File: src/rtl/dmem_arb_pkg.sv
// Shared types for the data-memory arbiter: priority state, request bundle, port count.
package dmem_arb_pkg;
   localparam int NUM_PORTS = 2;
   localparam int DATA_W    = 32;
   localparam int ADDR_W    = 16;

   typedef enum logic {PRIO_P0, PRIO_P1} arb_prio_t;

   typedef struct packed {
      logic              valid;
      logic              we;
      logic [ADDR_W-1:0] addr;
      logic [DATA_W-1:0] wdata;
   } req_t;
endpackage

File: src/rtl/dmem_arbiter_if.sv
// Bundle of both requester ports and the memory pins seen by dmem_arbiter.
interface dmem_arbiter_if #(
   parameter int DATA_WIDTH = 32,
   parameter int ADDR_WIDTH = 16
) ();
   logic                  req0_valid, req0_we, req0_ready;
   logic [ADDR_WIDTH-1:0] req0_addr;
   logic [DATA_WIDTH-1:0] req0_wdata;
   logic                  req1_valid, req1_we, req1_ready;
   logic [ADDR_WIDTH-1:0] req1_addr;
   logic [DATA_WIDTH-1:0] req1_wdata;
   logic                  rsp0_valid, rsp0_err;
   logic [DATA_WIDTH-1:0] rsp0_rdata;
   logic                  rsp1_valid, rsp1_err;
   logic [DATA_WIDTH-1:0] rsp1_rdata;
   logic                  mem_we;
   logic [ADDR_WIDTH-1:0] mem_addr;
   logic [DATA_WIDTH-1:0] mem_d;
   logic [DATA_WIDTH-1:0] mem_q;

   modport slave (
      input  req0_valid, req0_we, req0_addr, req0_wdata,
      input  req1_valid, req1_we, req1_addr, req1_wdata,
      output req0_ready, req1_ready,
      output rsp0_valid, rsp0_err, rsp0_rdata, rsp1_valid, rsp1_err, rsp1_rdata,
      output mem_we, mem_addr, mem_d,
      input  mem_q
   );

   modport master (
      output req0_valid, req0_we, req0_addr, req0_wdata,
      output req1_valid, req1_we, req1_addr, req1_wdata,
      input  req0_ready, req1_ready,
      input  rsp0_valid, rsp0_err, rsp0_rdata, rsp1_valid, rsp1_err, rsp1_rdata,
      input  mem_we, mem_addr, mem_d,
      output mem_q
   );
endinterface

File: src/rtl/dmem_arbiter.sv
// Fixed-priority two-port arbiter for the single-port data memory, with a
// starvation counter that hands port 1 priority after STARVE_LIMIT denied cycles.
module dmem_arbiter
   import dmem_arb_pkg::*;
#(
   parameter int DATA_WIDTH   = DATA_W,
   parameter int ADDR_WIDTH   = ADDR_W,
   parameter int DEPTH        = 1024,
   parameter int STARVE_LIMIT = 3
) (
   input  logic           clk,
   input  logic           rst_n,
   dmem_arbiter_if.slave  bus
);
   localparam logic [3:0]        LIMIT   = 4'(STARVE_LIMIT);
   localparam logic [ADDR_W:0]   DEPTH_L = (ADDR_W+1)'(DEPTH);

   req_t                   req [NUM_PORTS];
   logic [NUM_PORTS-1:0]   gnt, oor;
   arb_prio_t              prio, prio_nxt;
   logic [3:0]             wait_cnt, cnt_nxt;
   logic                   rsp_v   [NUM_PORTS];
   logic                   rsp_e   [NUM_PORTS];
   logic [DATA_WIDTH-1:0]  rsp_d   [NUM_PORTS];

   assign req[0] = '{valid: bus.req0_valid, we: bus.req0_we,
                     addr: ADDR_W'(bus.req0_addr), wdata: DATA_W'(bus.req0_wdata)};
   assign req[1] = '{valid: bus.req1_valid, we: bus.req1_we,
                     addr: ADDR_W'(bus.req1_addr), wdata: DATA_W'(bus.req1_wdata)};

   always_ff @(posedge clk or negedge rst_n) begin
      if (!rst_n) begin
         prio     <= PRIO_P0;
         wait_cnt <= '0;
      end else begin
         prio     <= prio_nxt;
         wait_cnt <= cnt_nxt;
      end
   end

   // Switching on the count's next value lets port 1 win on cycle STARVE_LIMIT+1.
   always_comb begin
      cnt_nxt  = wait_cnt;
      prio_nxt = prio;
      if (!req[1].valid || gnt[1])
         cnt_nxt = '0;
      else if (wait_cnt < LIMIT)
         cnt_nxt = wait_cnt + 4'd1;
      case (prio)
         PRIO_P0: if (cnt_nxt == LIMIT) prio_nxt = PRIO_P1;
         PRIO_P1: if (gnt[1])           prio_nxt = PRIO_P0;
         default:                       prio_nxt = PRIO_P0;
      endcase
   end

   always_comb begin
      gnt          = '0;
      bus.mem_we   = 1'b0;
      bus.mem_addr = '0;
      bus.mem_d    = '0;
      if (rst_n) begin
         case (prio)
            PRIO_P1: begin
               gnt[1] = req[1].valid;
               gnt[0] = req[0].valid & ~req[1].valid;
            end
            default: begin
               gnt[0] = req[0].valid;
               gnt[1] = req[1].valid & ~req[0].valid;
            end
         endcase
      end
      for (int p = 0; p < NUM_PORTS; p++) begin
         if (gnt[p]) begin
            bus.mem_we   = req[p].we & ~oor[p];
            bus.mem_addr = ADDR_WIDTH'(req[p].addr);
            bus.mem_d    = DATA_WIDTH'(req[p].wdata);
         end
      end
   end

   assign bus.req0_ready = gnt[0];
   assign bus.req1_ready = gnt[1];

   for (genvar p = 0; p < NUM_PORTS; p++) begin : g_rsp
      assign oor[p] = {1'b0, req[p].addr} >= DEPTH_L;

      always_ff @(posedge clk or negedge rst_n) begin
         if (!rst_n) begin
            rsp_v[p] <= 1'b0;
            rsp_e[p] <= 1'b0;
            rsp_d[p] <= '0;
         end else begin
            rsp_v[p] <= gnt[p] & ~req[p].we;
            rsp_e[p] <= gnt[p] & oor[p];
            rsp_d[p] <= (gnt[p] & ~req[p].we & ~oor[p]) ? bus.mem_q : '0;
         end
      end
   end

   assign bus.rsp0_valid = rsp_v[0];
   assign bus.rsp0_err   = rsp_e[0];
   assign bus.rsp0_rdata = rsp_d[0];
   assign bus.rsp1_valid = rsp_v[1];
   assign bus.rsp1_err   = rsp_e[1];
   assign bus.rsp1_rdata = rsp_d[1];
endmodule

File: src/flat_wrapper.sv
// flat-port wrapper written by rule: the top's interface ports become plain ports
module dmem_arbiter_flat import dmem_arb_pkg::*;
#(
   parameter int DATA_WIDTH   = DATA_W,
   parameter int ADDR_WIDTH   = ADDR_W,
   parameter int DEPTH        = 1024,
   parameter int STARVE_LIMIT = 3
)
  (clk, rst_n, bus_req0_valid, bus_req0_we, bus_req0_addr, bus_req0_wdata, bus_req1_valid, bus_req1_we, bus_req1_addr, bus_req1_wdata, bus_req0_ready, bus_req1_ready, bus_rsp0_valid, bus_rsp0_err, bus_rsp0_rdata, bus_rsp1_valid, bus_rsp1_err, bus_rsp1_rdata, bus_mem_we, bus_mem_addr, bus_mem_d, bus_mem_q);
  dmem_arbiter_if #(.DATA_WIDTH(DATA_WIDTH), .ADDR_WIDTH(ADDR_WIDTH)) bus_i ();
  input  logic clk;
  input  logic rst_n;
  input wire logic [$bits(bus_i.req0_valid)-1:0] bus_req0_valid;
  input wire logic [$bits(bus_i.req0_we)-1:0] bus_req0_we;
  input wire logic [$bits(bus_i.req0_addr)-1:0] bus_req0_addr;
  input wire logic [$bits(bus_i.req0_wdata)-1:0] bus_req0_wdata;
  input wire logic [$bits(bus_i.req1_valid)-1:0] bus_req1_valid;
  input wire logic [$bits(bus_i.req1_we)-1:0] bus_req1_we;
  input wire logic [$bits(bus_i.req1_addr)-1:0] bus_req1_addr;
  input wire logic [$bits(bus_i.req1_wdata)-1:0] bus_req1_wdata;
  output wire logic [$bits(bus_i.req0_ready)-1:0] bus_req0_ready;
  output wire logic [$bits(bus_i.req1_ready)-1:0] bus_req1_ready;
  output wire logic [$bits(bus_i.rsp0_valid)-1:0] bus_rsp0_valid;
  output wire logic [$bits(bus_i.rsp0_err)-1:0] bus_rsp0_err;
  output wire logic [$bits(bus_i.rsp0_rdata)-1:0] bus_rsp0_rdata;
  output wire logic [$bits(bus_i.rsp1_valid)-1:0] bus_rsp1_valid;
  output wire logic [$bits(bus_i.rsp1_err)-1:0] bus_rsp1_err;
  output wire logic [$bits(bus_i.rsp1_rdata)-1:0] bus_rsp1_rdata;
  output wire logic [$bits(bus_i.mem_we)-1:0] bus_mem_we;
  output wire logic [$bits(bus_i.mem_addr)-1:0] bus_mem_addr;
  output wire logic [$bits(bus_i.mem_d)-1:0] bus_mem_d;
  input wire logic [$bits(bus_i.mem_q)-1:0] bus_mem_q;
  assign bus_i.req0_valid = bus_req0_valid;
  assign bus_i.req0_we = bus_req0_we;
  assign bus_i.req0_addr = bus_req0_addr;
  assign bus_i.req0_wdata = bus_req0_wdata;
  assign bus_i.req1_valid = bus_req1_valid;
  assign bus_i.req1_we = bus_req1_we;
  assign bus_i.req1_addr = bus_req1_addr;
  assign bus_i.req1_wdata = bus_req1_wdata;
  assign bus_req0_ready = bus_i.req0_ready;
  assign bus_req1_ready = bus_i.req1_ready;
  assign bus_rsp0_valid = bus_i.rsp0_valid;
  assign bus_rsp0_err = bus_i.rsp0_err;
  assign bus_rsp0_rdata = bus_i.rsp0_rdata;
  assign bus_rsp1_valid = bus_i.rsp1_valid;
  assign bus_rsp1_err = bus_i.rsp1_err;
  assign bus_rsp1_rdata = bus_i.rsp1_rdata;
  assign bus_mem_we = bus_i.mem_we;
  assign bus_mem_addr = bus_i.mem_addr;
  assign bus_mem_d = bus_i.mem_d;
  assign bus_i.mem_q = bus_mem_q;
  dmem_arbiter #(.DATA_WIDTH(DATA_WIDTH), .ADDR_WIDTH(ADDR_WIDTH), .DEPTH(DEPTH), .STARVE_LIMIT(STARVE_LIMIT)) u_core (.clk(clk), .rst_n(rst_n), .bus(bus_i));
endmodule
File: config.mk
export PLATFORM = sky130hd
export DESIGN_NAME = dmem_arbiter_flat
export DESIGN_NICKNAME = d
export VERILOG_FILES = /design/src/rtl/dmem_arb_pkg.sv /design/src/rtl/dmem_arbiter_if.sv /design/src/rtl/dmem_arbiter.sv /design/src/flat_wrapper.sv
export SDC_FILE = /design/constraint.sdc
export NUM_CORES = 1
export LEC_CHECK = 0
export ABC_AREA = 1
export CAP_MARGIN = 0
export CORE_AREA = 2 2 99 101
export CTS_BUF_LIST = sky130_fd_sc_hd__clkbuf_4 sky130_fd_sc_hd__clkbuf_8
export CTS_CLUSTER_DIAMETER = 50
export DETAILED_ROUTE_END_ITERATION = 6
export DIE_AREA = 0 0 101 103
export PLACE_DENSITY = 0.8
export SETUP_SLACK_MARGIN = 0.02
export SYNTH_ARGS = -nofsm -noshare
export SYNTH_HDL_FRONTEND = slang
export SYNTH_SLANG_ARGS = --single-unit
export TNS_END_PERCENT = 10
File: constraint.sdc
create_clock -name clk -period 3.55 [get_ports clk]
set_input_delay 0.8875 -clock clk [delete_from_list [all_inputs] [get_ports clk]]
set_output_delay 0.8875 -clock clk [all_outputs]
set_load 0.02 [all_outputs]
==> impl_results.md <==
* Fin. Hold Viols at 0
* Synth Area in Simple Gates at 0.155
* WL final at 10.5 mm
* WP buf/inv at 5
* RSZ-0062 raised after global routing: true
* Total gr overflow at 0
* DR vias at 2,989
* Largest net degree at the start of global routing at 72
* Initial antenna violation count at 0
* Distinct cells, synth at 19
* Max Clock Freq at 289 MHz
* Mux cell area share after synthesis at 0
* Crit start category: input pin
* Post-Synth Adder-Cell Area at 0.00408
* Ys Warns at 0
* Die span in y at 103 µm
* Mapped Cells at 290
* Final Cycle Share at 0.976
* WL/cell at 15.8 µm
* Fin. max-slew vios at 0
* Post-route ant nets at 0
* Clock latency on the worst-skew pair at 0.33 ns
* Most frequent cells in the layout: 211 x clkdlybuf4s50_1, 73 x dfrtp_1, 62 x nor2_1
* Gp weighted congestion at 0.777
* CP max stage cell: clkdlybuf4s50_1
* Min Tclk post-route at 3.46 ns
* Power Density at 321 mW/mm²
* Clock Sinks at 73
* Critical path type: input pin to output port
* Worst hold slack at 0.363 ns
* Deepest clock path buffer count at 2
* Required @ worst endpoint at 2.66 ns
* DRC violations left at 0
* Crit-path leading delay family: buffers and inverters
* Synth Area in XOR/XNOR at 0
* Logic depth of the worst path, buffers included at 8
* Worst-path clk slew at 0.07 ns
* Run status: finished clean
* Ant diodes at 0
* Post-DP HPWL at 8.42 mm
* # setup viols final at 0
* Syn Std Cell Area at 0.00307 mm²
* P_int at 0.00136 W
* Number of synthesized register bits at 73
* Maximum net fanout on the critical path at 7
* Worst clock skew at 0.00956 ns
* Row cnt at 36
* Drt pass-1 iters at 4
* Worst-margin pin slew at 0.855 ns
* Clock root buffer: clkbuf_8
* First-pass GRT wire length at 15.3 mm
* Vias in the first global route at 3,059
* Register area share after synthesis at 0.595
* Total CTS buffers at 9
* Layout cells sized above 1 at 0.0906
* Final #Nets at 682
* IO Pins at 253
* Total GRT Usage at 0.193
* Hold-fix buffers, CTS at 0
* Crit path arrival time at 2.58 ns
* Static Leak at 2.97 nW
* Hold Path Class: input pin to async pin
* Net Sw Frac at 0.273
* Number of port buffers at 252
* Synth Area in Compound Gates at 0.135
* Syn_nets at 425
* Flop pwr share at 0.453
* Htree depth at 3
* Die ar. at 0.0104 mm²
* Initial Util at 0.324
* Comb power frac at 0.238
* CP peak stage delay at 0.60 ns
* Critical-path cell list: clkdlybuf4s50_1 > nand2_1 > inv_2 > nand2_4 > inv_2 > buf_4 > a22o_1 > clkdlybuf4s50_1
* Placed Area at 0.00569 mm²
* Reg2reg path depth at 6
* Die W at 101 µm
* Setup Buffers After CTS at 0
* P_sw at 0.000509 W
* Clock share of power at 0.309
* Peak supply drop at 0.136 mV
* Cell area after layout at 0.00582 mm²
* Placeable Area at 0.00946 mm²
* Initial DRC count at 77
* Resized cells post-CTS at 39
* Most common cell after layout, fill and taps aside: clkdlybuf4s50_1
* Slew headroom at 0.430
* P&R area growth vs syn at 89.6%
* Synth Area per Inst at 10.6 µm²
* CTS tree: yes
* Largest family of logic cells by synthesized area: simple AND/OR/NAND/NOR gates
* MaxCap Viol Count at 0
* Crit end category: output port
* Vias per cell at 4.49
## final cells by class
class / count / area, µm²
clock buffer: 10 / 138
sequential: 73 / 1830
fill: 804 / 3640
clock inverter: 6 / 42.5
timing repair buffer: 262 / 2580
tap: 114 / 143
multi-input combinational: 152 / 903
inverter: 49 / 184
## sequential cells by signal, indices dropped and copies added (netlist names)
name	flops
u_core.bus.rsp0_err	1
u_core.wait_cnt	4
u_core.bus.rsp0_valid	1
u_core.bus.rsp1_err	1
u_core.prio	1
u_core.bus.rsp1_valid	1
u_core.bus.rsp0_rdata	32
u_core.bus.rsp1_rdata	32
## cells by family (layout without fill, tap and decap cells)
kind of cell,count (synthesis),after routing
adders and majority gates,1,1
buffers and inverters,65,327
DFF,73,73
AOI/OAI and AO/OA,48,48
and+or+nand+nor,103,103
## synthesized netlist by cell type
master,count,share of area
nor2_2,9,0.018
buf_2,4,0.0065
or2_2,2,0.0041
nand2_2,2,0.0041
nor3_2,1,0.0033
dfrtp_1,73,0.60
nand2_1,15,0.018
nand3_1,7,0.011
nor2_1,62,0.076
nand3_2,1,0.0033
inv_2,4,0.0049
a22o_1,46,0.13
ha_1,1,0.0041
buf_6,12,0.044
nor2_4,1,0.0037
inv_1,45,0.055
o22ai_1,2,0.0041
nor3_4,1,0.0053
nand2_4,2,0.0073
## final timing paths
kind / startpoint / end / slack, ns
max in group asynchronous: rst_n / u_core.bus.rsp0_rdata[29] / 2.13
worst max register to register: u_core.prio / u_core.bus.rsp0_rdata[31] / 1.99
worst max-delay path: bus_req1_valid / bus_mem_addr[6] / 0.09
min in group clk: u_core.wait_cnt[2] / u_core.wait_cnt[2] / 0.51
worst min register to register: u_core.wait_cnt[2] / u_core.wait_cnt[2] / 0.51
worst min-delay path: rst_n / u_core.bus.rsp0_err / 0.36
## power by group through the flow
| stage | Sequential, W | Combinational (W) | Clock [W] |
|---|---|---|---|
| final | 0.000845 | 0.000445 | 0.000577 |
| after global routing | 0.000846 | 0.000479 | 0.000635 |
| after CTS | 0.000845 | 0.000449 | 0.000597 |
| after detailed placement | 0.000862 | 0.000472 | 0 |
| after global placement | 0.000861 | 0.000468 | 0 |
| after floorplan | 0.000865 | 0.000177 | 0 |
## metal layers
metal | GRT usage | share of wire
met5 | 0 | 0
met4 | 0.0603 | 0.021
met3 | 0.0753 | 0.098
met2 | 0.345 | 0.52
met1 | 0.212 | 0.36
## stage by stage
stage	power, W	utilization	setup TNS (ns)	cells	setup slack (ns)
2_1_floorplan	0.00104	-	0	290	0.999
5_1_grt	0.00196	0.615	0	666	0.0162
6_report	0.00187	0.615	0	666	0.0860
3_5_place_dp	0.00133	0.601	-0.0875	650	-0.0329
3_3_place_gp	0.00133	0.601	-0.0249	650	-0.0120
4_1_cts	0.00189	0.615	0	666	0.0623
(Power assumes the default switching activity.)
